**src/rtl/wb_arbiter.sv**
```systemverilog
// Writeback arbiter: grants up to ewd live FU results per cycle with round-robin priority and drops squashed ones.
// Latency: 1 cycle, from a claimed FU head to the registered wb lane.
// Backpressure: none; claim is combinational and the wb bus always accepts ewd lanes.
//
// Ports:
//   clk      clock, all state updates on posedge
//   rst      synchronous active-low reset (0 = reset)
//   redir    redirect bundle; opid[15] marks it valid, topid is the oldest in-flight op
//   fu_resp  [nfu] FU head results, valid = opid[15]
//   claim    [nfu] FU pops its head this cycle (granted or squashed)
//   wb       [ewd] registered writeback lanes, valid = opid[15], packed from lane 0
//   wb_cnt   registered number of valid wb lanes

package wb_arbiter_pkg;

    typedef struct packed {
        logic [15:0] opid;
        logic [15:0] topid;
    } red_bundle_t;

    typedef struct packed {
        logic [15:0] opid;
        logic [7:0]  brid;
        logic [7:0]  ldid;
        logic [7:0]  stid;
        logic [31:0] pc;
        logic [31:0] npc;
        logic [7:0]  prda;
        logic [63:0] prdv;
    } exe_bundle_t;

endpackage

module wb_arbiter
    import wb_arbiter_pkg::*;
#(
    parameter int nfu  = 4,
    parameter int ewd  = 2,
    parameter int opsz = 64
) (
    input  logic                  clk,
    input  logic                  rst,
    input  red_bundle_t           redir,
    input  exe_bundle_t           fu_resp [nfu],
    output logic [nfu-1:0]        claim,
    output exe_bundle_t           wb      [ewd],
    output logic [$clog2(ewd):0]  wb_cnt
);

    localparam int AW = $clog2(opsz);
    localparam int PW = (nfu > 1) ? $clog2(nfu) : 1;
    localparam int CW = $clog2(ewd) + 1;

    logic [PW-1:0] rr_ptr;
    logic [PW-1:0] rr_nxt;

    logic [nfu-1:0] valid;
    logic [nfu-1:0] dead;
    logic [nfu-1:0] live;
    logic [nfu-1:0] granted;

    logic [AW-1:0] red_age;
    logic [AW-1:0] fu_age [nfu];

    exe_bundle_t wb_nxt [ewd];
    int          idx;
    int          cnt;
    int          last;

    // Ages are measured from the oldest in-flight op so that ID wrap-around
    // compares correctly. An op is younger than the redirect (and dies) when its
    // age is strictly greater; the redirect's own op therefore survives.
    assign red_age = redir.opid[AW-1:0] - redir.topid[AW-1:0];

    always_comb begin
        for (int i = 0; i < nfu; i++) begin
            fu_age[i] = fu_resp[i].opid[AW-1:0] - redir.topid[AW-1:0];
            valid[i]  = fu_resp[i].opid[15];
            dead[i]   = redir.opid[15] & valid[i] &
                        ({1'b0, fu_age[i]} > {1'b0, red_age});
        end
    end

    assign live = valid & ~dead;

    // Scan from rr_ptr; the k-th live FU met goes to lane k until lanes run out.
    always_comb begin
        granted = '0;
        cnt     = 0;
        last    = 0;
        idx     = 0;
        for (int k = 0; k < ewd; k++) begin
            wb_nxt[k] = '0;
        end
        for (int j = 0; j < nfu; j++) begin
            idx = int'(rr_ptr) + j;
            if (idx >= nfu) begin
                idx = idx - nfu;
            end
            if (live[idx] && (cnt < ewd)) begin
                granted[idx] = 1'b1;
                wb_nxt[cnt]  = fu_resp[idx];
                cnt          = cnt + 1;
                last         = idx;
            end
        end
    end

    // Priority moves just past the last winner so a busy neighbour cannot starve it.
    assign rr_nxt = (last + 1 >= nfu) ? '0 : PW'(last + 1);

    // Dead heads are popped alongside the winners so they never block a port.
    assign claim = rst ? (dead | granted) : '0;

    always_ff @(posedge clk) begin
        if (!rst) begin
            rr_ptr <= '0;
            wb_cnt <= '0;
            for (int k = 0; k < ewd; k++) begin
                wb[k] <= '0;
            end
        end else begin
            wb_cnt <= CW'(cnt);
            for (int k = 0; k < ewd; k++) begin
                wb[k] <= wb_nxt[k];
            end
            if (cnt != 0) begin
                rr_ptr <= rr_nxt;
            end
        end
    end

endmodule

```
**config.mk**
```make
export PLATFORM = sky130hd
export DESIGN_NAME = wb_arbiter
export DESIGN_NICKNAME = d
export VERILOG_FILES = /design/src/rtl/wb_arbiter.sv
export SDC_FILE = /design/constraint.sdc
export NUM_CORES = 2
export LEC_CHECK = 0
export BUFFER_PORTS_ARGS = -buffer_cell sky130_fd_sc_hd__buf_2
export CORE_AREA = 2 2 428 430
export DETAILED_ROUTE_END_ITERATION = 7
export DIE_AREA = 0 0 430 432
export GPL_TIMING_DRIVEN = 0
export PLACE_DENSITY_LB_ADDON = 0.12
export SYNTH_ARGS = -nofsm -noshare
export SYNTH_HDL_FRONTEND = slang
export SYNTH_SLANG_ARGS = --single-unit
```
**constraint.sdc**
```tcl
create_clock -name clk -period 8.7 [get_ports clk]
set_input_delay 0 -clock clk [delete_from_list [all_inputs] [get_ports clk]]
set_output_delay 0 -clock clk [all_outputs]
set_load 0.05 [all_outputs]
```
* Word level (Yosys, flattened, before mapping)
Index checks and enable logic that the tools add are counted.
** Cells by class
- $add $sub $neg :: 16
- Magnitude comparators :: 30
- Mux-type cells :: 63
- Bitwise logic cells :: 21
- Reductions and logical operators :: 11
** Operators with widths (number)
- two-way mux 176 bit :: 12
- binary-select mux 176 bit (select 2 bit) :: 4
- bitwise mux 352 bit :: 3
- two-way mux 352 bit :: 3
- demux 176 bit (select 1 bit) :: 3
- two-way mux 32 bit :: 11
- inverter 32 bit :: 7
- adder 32 x 2 -> 32 bit (second input constant) :: 4
- greater-or-equal comparator 32 x 1 -> 1 bit (second input constant) :: 4
- greater-or-equal comparator 32 x 3 -> 1 bit (second input constant) :: 4
- < comparator 32 x 4 -> 1 bit (second input constant) :: 4
- greater-or-equal comparator 32 x 2 -> 1 bit (second input constant) :: 3
- < comparator 32 x 1 -> 1 bit (second input constant) :: 3
- < comparator 32 x 3 -> 1 bit (second input constant) :: 3
- greater-or-equal comparator 32 x 4 -> 1 bit (second input constant) :: 1
- nonzero test 32 bit :: 1
- subtractor 6 bit :: 5
- greater-than comparator 6 bit :: 4
- two-way mux 4 bit :: 5
- bitwise OR 4 bit :: 4
- two-way mux 1 bit :: 13
- subtractor 3 x 3 -> 4 bit (second input constant) :: 3
- logical AND 1 bit :: 10
- greater-or-equal comparator 3 bit (second input constant) :: 3
- other kinds (10) :: 24
** Storage, ports and cells
- Flip-flop bits (word level) :: 356
- Output and inout bits :: 358

* Logic depth before layout (Yosys ltp)
- Word-level depth :: 22
- Depth in mapped cells :: 38
- Depth with buffers taken out :: 32

* Least setup slack after synthesis
Ideal clock, no wire load.
- Kind :: input port to flip-flop
- From :: input port redir[1] (netlist name)
- To :: register rr_ptr[1]
- Setup time :: 0.092 ns
- Data arrival time :: 6.895 ns
- Data required time :: 8.608 ns
- Setup slack :: 1.713 ns
- Stages :: 33
- Buffers on the path :: 5
- Cell sequence :: inv_1 ha_1 a21o_1 a21o_1 xnor2_1 ha_1 a21oi_1 and4_1 a2111oi_0 a211o_1 o211a_1 buf_4 o22ai_1 buf_2 o21ai_1 inv_2 clkbuf_1 clkbuf_1 ha_1 nor3_1 a221o_1 or2_2 clkbuf_1 a31oi_1 ha_1 nand2_1 ha_1 nor4b_1 nand4_1 nor4_1 nor4bb_1 nor4_1 o32ai_1
** Between the ends
- Word-level cells in the longest chain between the ends :: 21
- Elaborated cells between the ends (all ways) :: 48
** RTL lines
- start: declaration :: line 43 : input red_bundle_t redir,
- subtractor 6 bit (on tied branches) :: line 77, 73
- greater-than comparator 6 bit :: line 80 : ({1'b0, fu_age[i]} > {1'b0, red_age});
- bitwise AND 1 bit :: line 79 : dead[i] = redir.opid[15] & valid[i] &
- inverter 4 bit * :: line 84 : assign live = valid & ~dead;
- bitwise AND 4 bit * :: line 84
- binary-select mux 1 bit (select 2 bit) :: line 100 : if (live[idx] && (cnt < ewd)) begin
- two-way mux 1 bit (implied by the code) (2 in series) :: line 100
- two-way mux 1 bit :: line 100
- [... 4 more ...]
- logical AND 1 bit :: line 100
- two-way mux 32 bit :: line 100
- < comparator 32 x 3 -> 1 bit :: line 100
- logical AND 1 bit :: line 100
- two-way mux 32 bit :: line 100
- adder 32 x 2 -> 32 bit :: line 110 : assign rr_nxt = (last + 1 >= nfu) ? '0 : PW'(last + 1);
- greater-or-equal comparator 32 x 4 -> 1 bit :: line 110
- two-way mux 2 bit :: line 110
- end signal: assignment :: line 128 : rr_ptr <= rr_nxt;
- end: declaration :: line 54 : logic [PW-1:0] rr_ptr;
Mark *: on every way between the ends. The rest lies on a longest branch, timed or not. The select of a mux whose other input is x is not followed.
A chain may end at the register's enable or synchronous reset.

* Final worst setup path
Same ends and word-level chain as after synthesis.

==> flow_metrics.tcl <==
set metrics [dict create \
    final.period_utilization_pct 92.4 \
    ys.flop_type "dfxtp_1" \
    yosysMostFrequentCell "mux4_2" \
    yosys_warnings 0 \
    synthSimpleGateAreaFrac_pct 9.67 \
    die_area_um2 186000 \
    relSlewSlack_pct 6.05 \
    p_seq_share_pct 13.2 \
    netlist_instances 3292 \
    max_freq_mhz 124 \
    fillers 19200 \
    grt_pass1_vias 41500 \
    fin_cells 7628 \
    avgRoutedWirePerCell_um 31.8 \
    cts_inserted_buffers 57 \
    combPwrFrac_pct 73.0 \
    worstPathMaxFanout 18 \
    rsz0062_at_grt "no" \
    yosys.area.top_type "mux4_2" \
    synthArstFlopShare_pct 0 \
    r2r-start "rr_ptr[1]" \
    synth.area.mux_share_pct 43.4 \
    antenna_found_initial 130 \
    required_ns 9.29 \
    tightest_slew_ns 1.41 \
    fp.dieW_um 430 \
    nets 5919 \
    synth_common_cells "667 x mux4_2, 527 x nand2_1, 356 x dfxtp_1" \
    r2r_cells 20 \
    synth_area_um2 35600 \
    cp_num_buf_inv 7 \
    setup_viol_count_final 0 \
    ir_drop_uv 161 \
    wirelength_um 242000 \
    synth-xor-area-share_pct 0.692 \
    yosys.area_share.adder_pct 2.42 \
    slew_violations 0 \
    drt_iter0_drc 3471 \
    dp.cells 6754 \
    worst-endpoint-arrival_ns 8.63 \
    holdPathStages 4 \
    p_sw_share_pct 52.5 \
    cts-root-buf "clkbuf_16" \
    holdWs_ns 0.0254 \
    crit_type "in -> reg" \
    synth_top_family_by_area "multiplexers" \
    p_sw_uw 9480 \
    via_count 41200 \
    ant_nets 0 \
    status "completed" \
    vias_per_cell 5.40 \
    htree_levels 2 \
    clock_latency_ns 0.72 \
    reg2reg_slack_ns 0.78 \
    clk_pin_slew_ns 0.06 \
    hold_path_end "wb[71]" \
    area_delta_synth_final_pct 49.2 \
    post-dp-hpwl_um 184000 \
    grt_max_degree 19 \
    hold_path_class "in -> reg" \
    cellPowerDensity_nw_per_um2 340 \
    syn_nets 4095 \
    grt_pass1_wl_um 331000 \
    internal-power_uw 8570 \
    yosys.area.top_type_share_pct 42.2 \
    cts_sinks 356 \
    crit_top_cell "ha_1" \
    initial_core_util_pct 19.6 \
    cts_tree "built" \
    die_y_um 432 \
    seq_area_um2 7130 \
    cts_buffer_depth 3 \
    hold_viol 0 \
    core_area_um2 182000 \
    end_kind "flip-flop" \
    startpoint_type "input pin" \
    max_stage_delay_ns 0.56 \
    synth_compound_area_share_pct 18.5 \
    worstHoldStart "fu_resp[599]" \
    period_needed_ns 8.04 \
    synth_enable_flop_cells 0 \
    p_leak_uw 0.0197 \
    dr.pass1.iters 8 \
    syn_avg_cell_area_um2 10.8 \
    drc 0 \
    maxCapViolCount 0 \
    worstReg2RegEnd "rr_ptr[1]" \
    yosys-top-cells-area "mux4_2 42%, dfxtp_1 20%, nand2_1 5.6%, a221o_1 4.5%, o211ai_1 4.2%" \
    ys_seq_area_share_pct 20.0 \
    p_clk_share_pct 13.8 \
    fp-row-count 157 \
    ys_ff_latch 356 \
    crit_family "compound AO/OA/AOI/OAI gates" \
    postCtsSetupBuffers 0 \
    grt_util_all_layers_pct 25.0 \
    fin_skew_ns 0.0239 \
    numPortBuffers 1074 \
    ys_types 78 \
    layout-drive-gt1-share_pct 39.1 \
    multi_input_comb_area_um2 26600 \
    place_congestion 0.890 \
    critPathSlowestCell "xnor2_1" \
    grt_remaining_overflow 0 \
    io_pins 1096 \
]
-- state kept, by name, indices dropped and copies added (netlist names) --
| signal | flops |
|---|---|
| wb | 352 |
| rr_ptr | 2 |
| wb_cnt | 2 |
-- placed cells by master (no fill, tap or decap), types with 158 or more instances in the layout --
cell type / synthesis / final
a21oi_1: 177 / 177
a221o_1: 159 / 159
a311oi_1: 158 / 158
buf_2: 84 / 1160
clkbuf_1: 284 / 269
dfxtp_1: 356 / 356
dlygate4sd3_1: 0 / 690
mux4_2: 667 / 667
nand2_1: 527 / 527
nor2_1: 205 / 205
o211ai_1: 197 / 197
-- cell type report --
type / count / area share [%]
Antenna cell: 85 / 0.400
Buffer: 404 / 3.39
Clock buffer: 74 / 3.05
Clock inverter: 27 / 0.610
Inverter: 33 / 0.238
Multi-Input combinational cell: 2497 / 50.0
Sequential cell: 356 / 13.4
Tap cell: 2385 / 5.62
Timing Repair Buffer: 1767 / 23.2
-- worst max path at each step --
stage	slack, ns	cells past startpoint	start	to
after floorplan	1.71	33	redir[1]	rr_ptr[1]
after detailed placement	-1.22	34	redir[1]	rr_ptr[1]
after CTS	0.18	27	rr_ptr[1]	rr_ptr[1]
after global routing	0.08	33	redir[1]	rr_ptr[1]
final	0.66	33	redir[1]	rr_ptr[1]
after global placement	-1.11	34	redir[1]	rr_ptr[1]
-- routing by layer --
layer	up-vias	part of all wire, %	track usage, %
li1	17300	-	-
met1	21000	38	29.3
met2	2329	49	42.2
met3	499	7.5	5.76
met4	38	5.7	13.6
met5	-	0.094	0
-- worst register-to-register path, delay by kind of cell (launching register included) --
kind	cells	cell delay, ns
compound gates	2	0.63
fa+ha+maj	3	0.94
buf+inv	9	4.51
flops	1	0.40
simple gates	6	1.35
-- kinds of logic (layout without fill, tap and decap cells) --
group,count (synthesis),in the layout
adder cells (fa/ha/maj),66,66
XOR/XNOR,26,26
multiplexers,705,705
other,0,85
AO/OA/AOI/OAI,852,852
AND/OR/NAND/NOR,848,848
buffers and inverters,439,2305
flip-flops,356,356
-- power groups by stage --
stage,clock (uW),sequential (uW),combinational (uW)
global placement,0,2420,11900
detailed placement,0,2420,11800
CTS,2590,2390,13200
global route,2630,2410,13900
finish,2490,2380,13200
floorplan,0,4100,5870
-- through the flow --
step                power [uW]  setup TNS, ns  instance area (um2)  worst slack, ns  utilization, %
floorplan                 9970              0                35600             1.71               -
global placement         14300         -37.08                44000            -1.11            24.2
detailed placement       14300         -43.80                44100            -1.22            24.2
CTS                      18100              0                52900            0.185            29.1
global route             18900              0                53100           0.0848            29.2
finish                   18100              0                53100            0.663            29.2
-- what timing repair did --
| item | 4_1_cts | 5_1_grt |
|---|---|---|
| gates resized for setup | 3 | 13 |
| endpoints found under the setup margin | 2 | 2 |
| hold endpoints to repair | 264 | 0 |
| hold buffers | 690 | 0 |
Note: power is estimated with default switching activity, not from simulation.
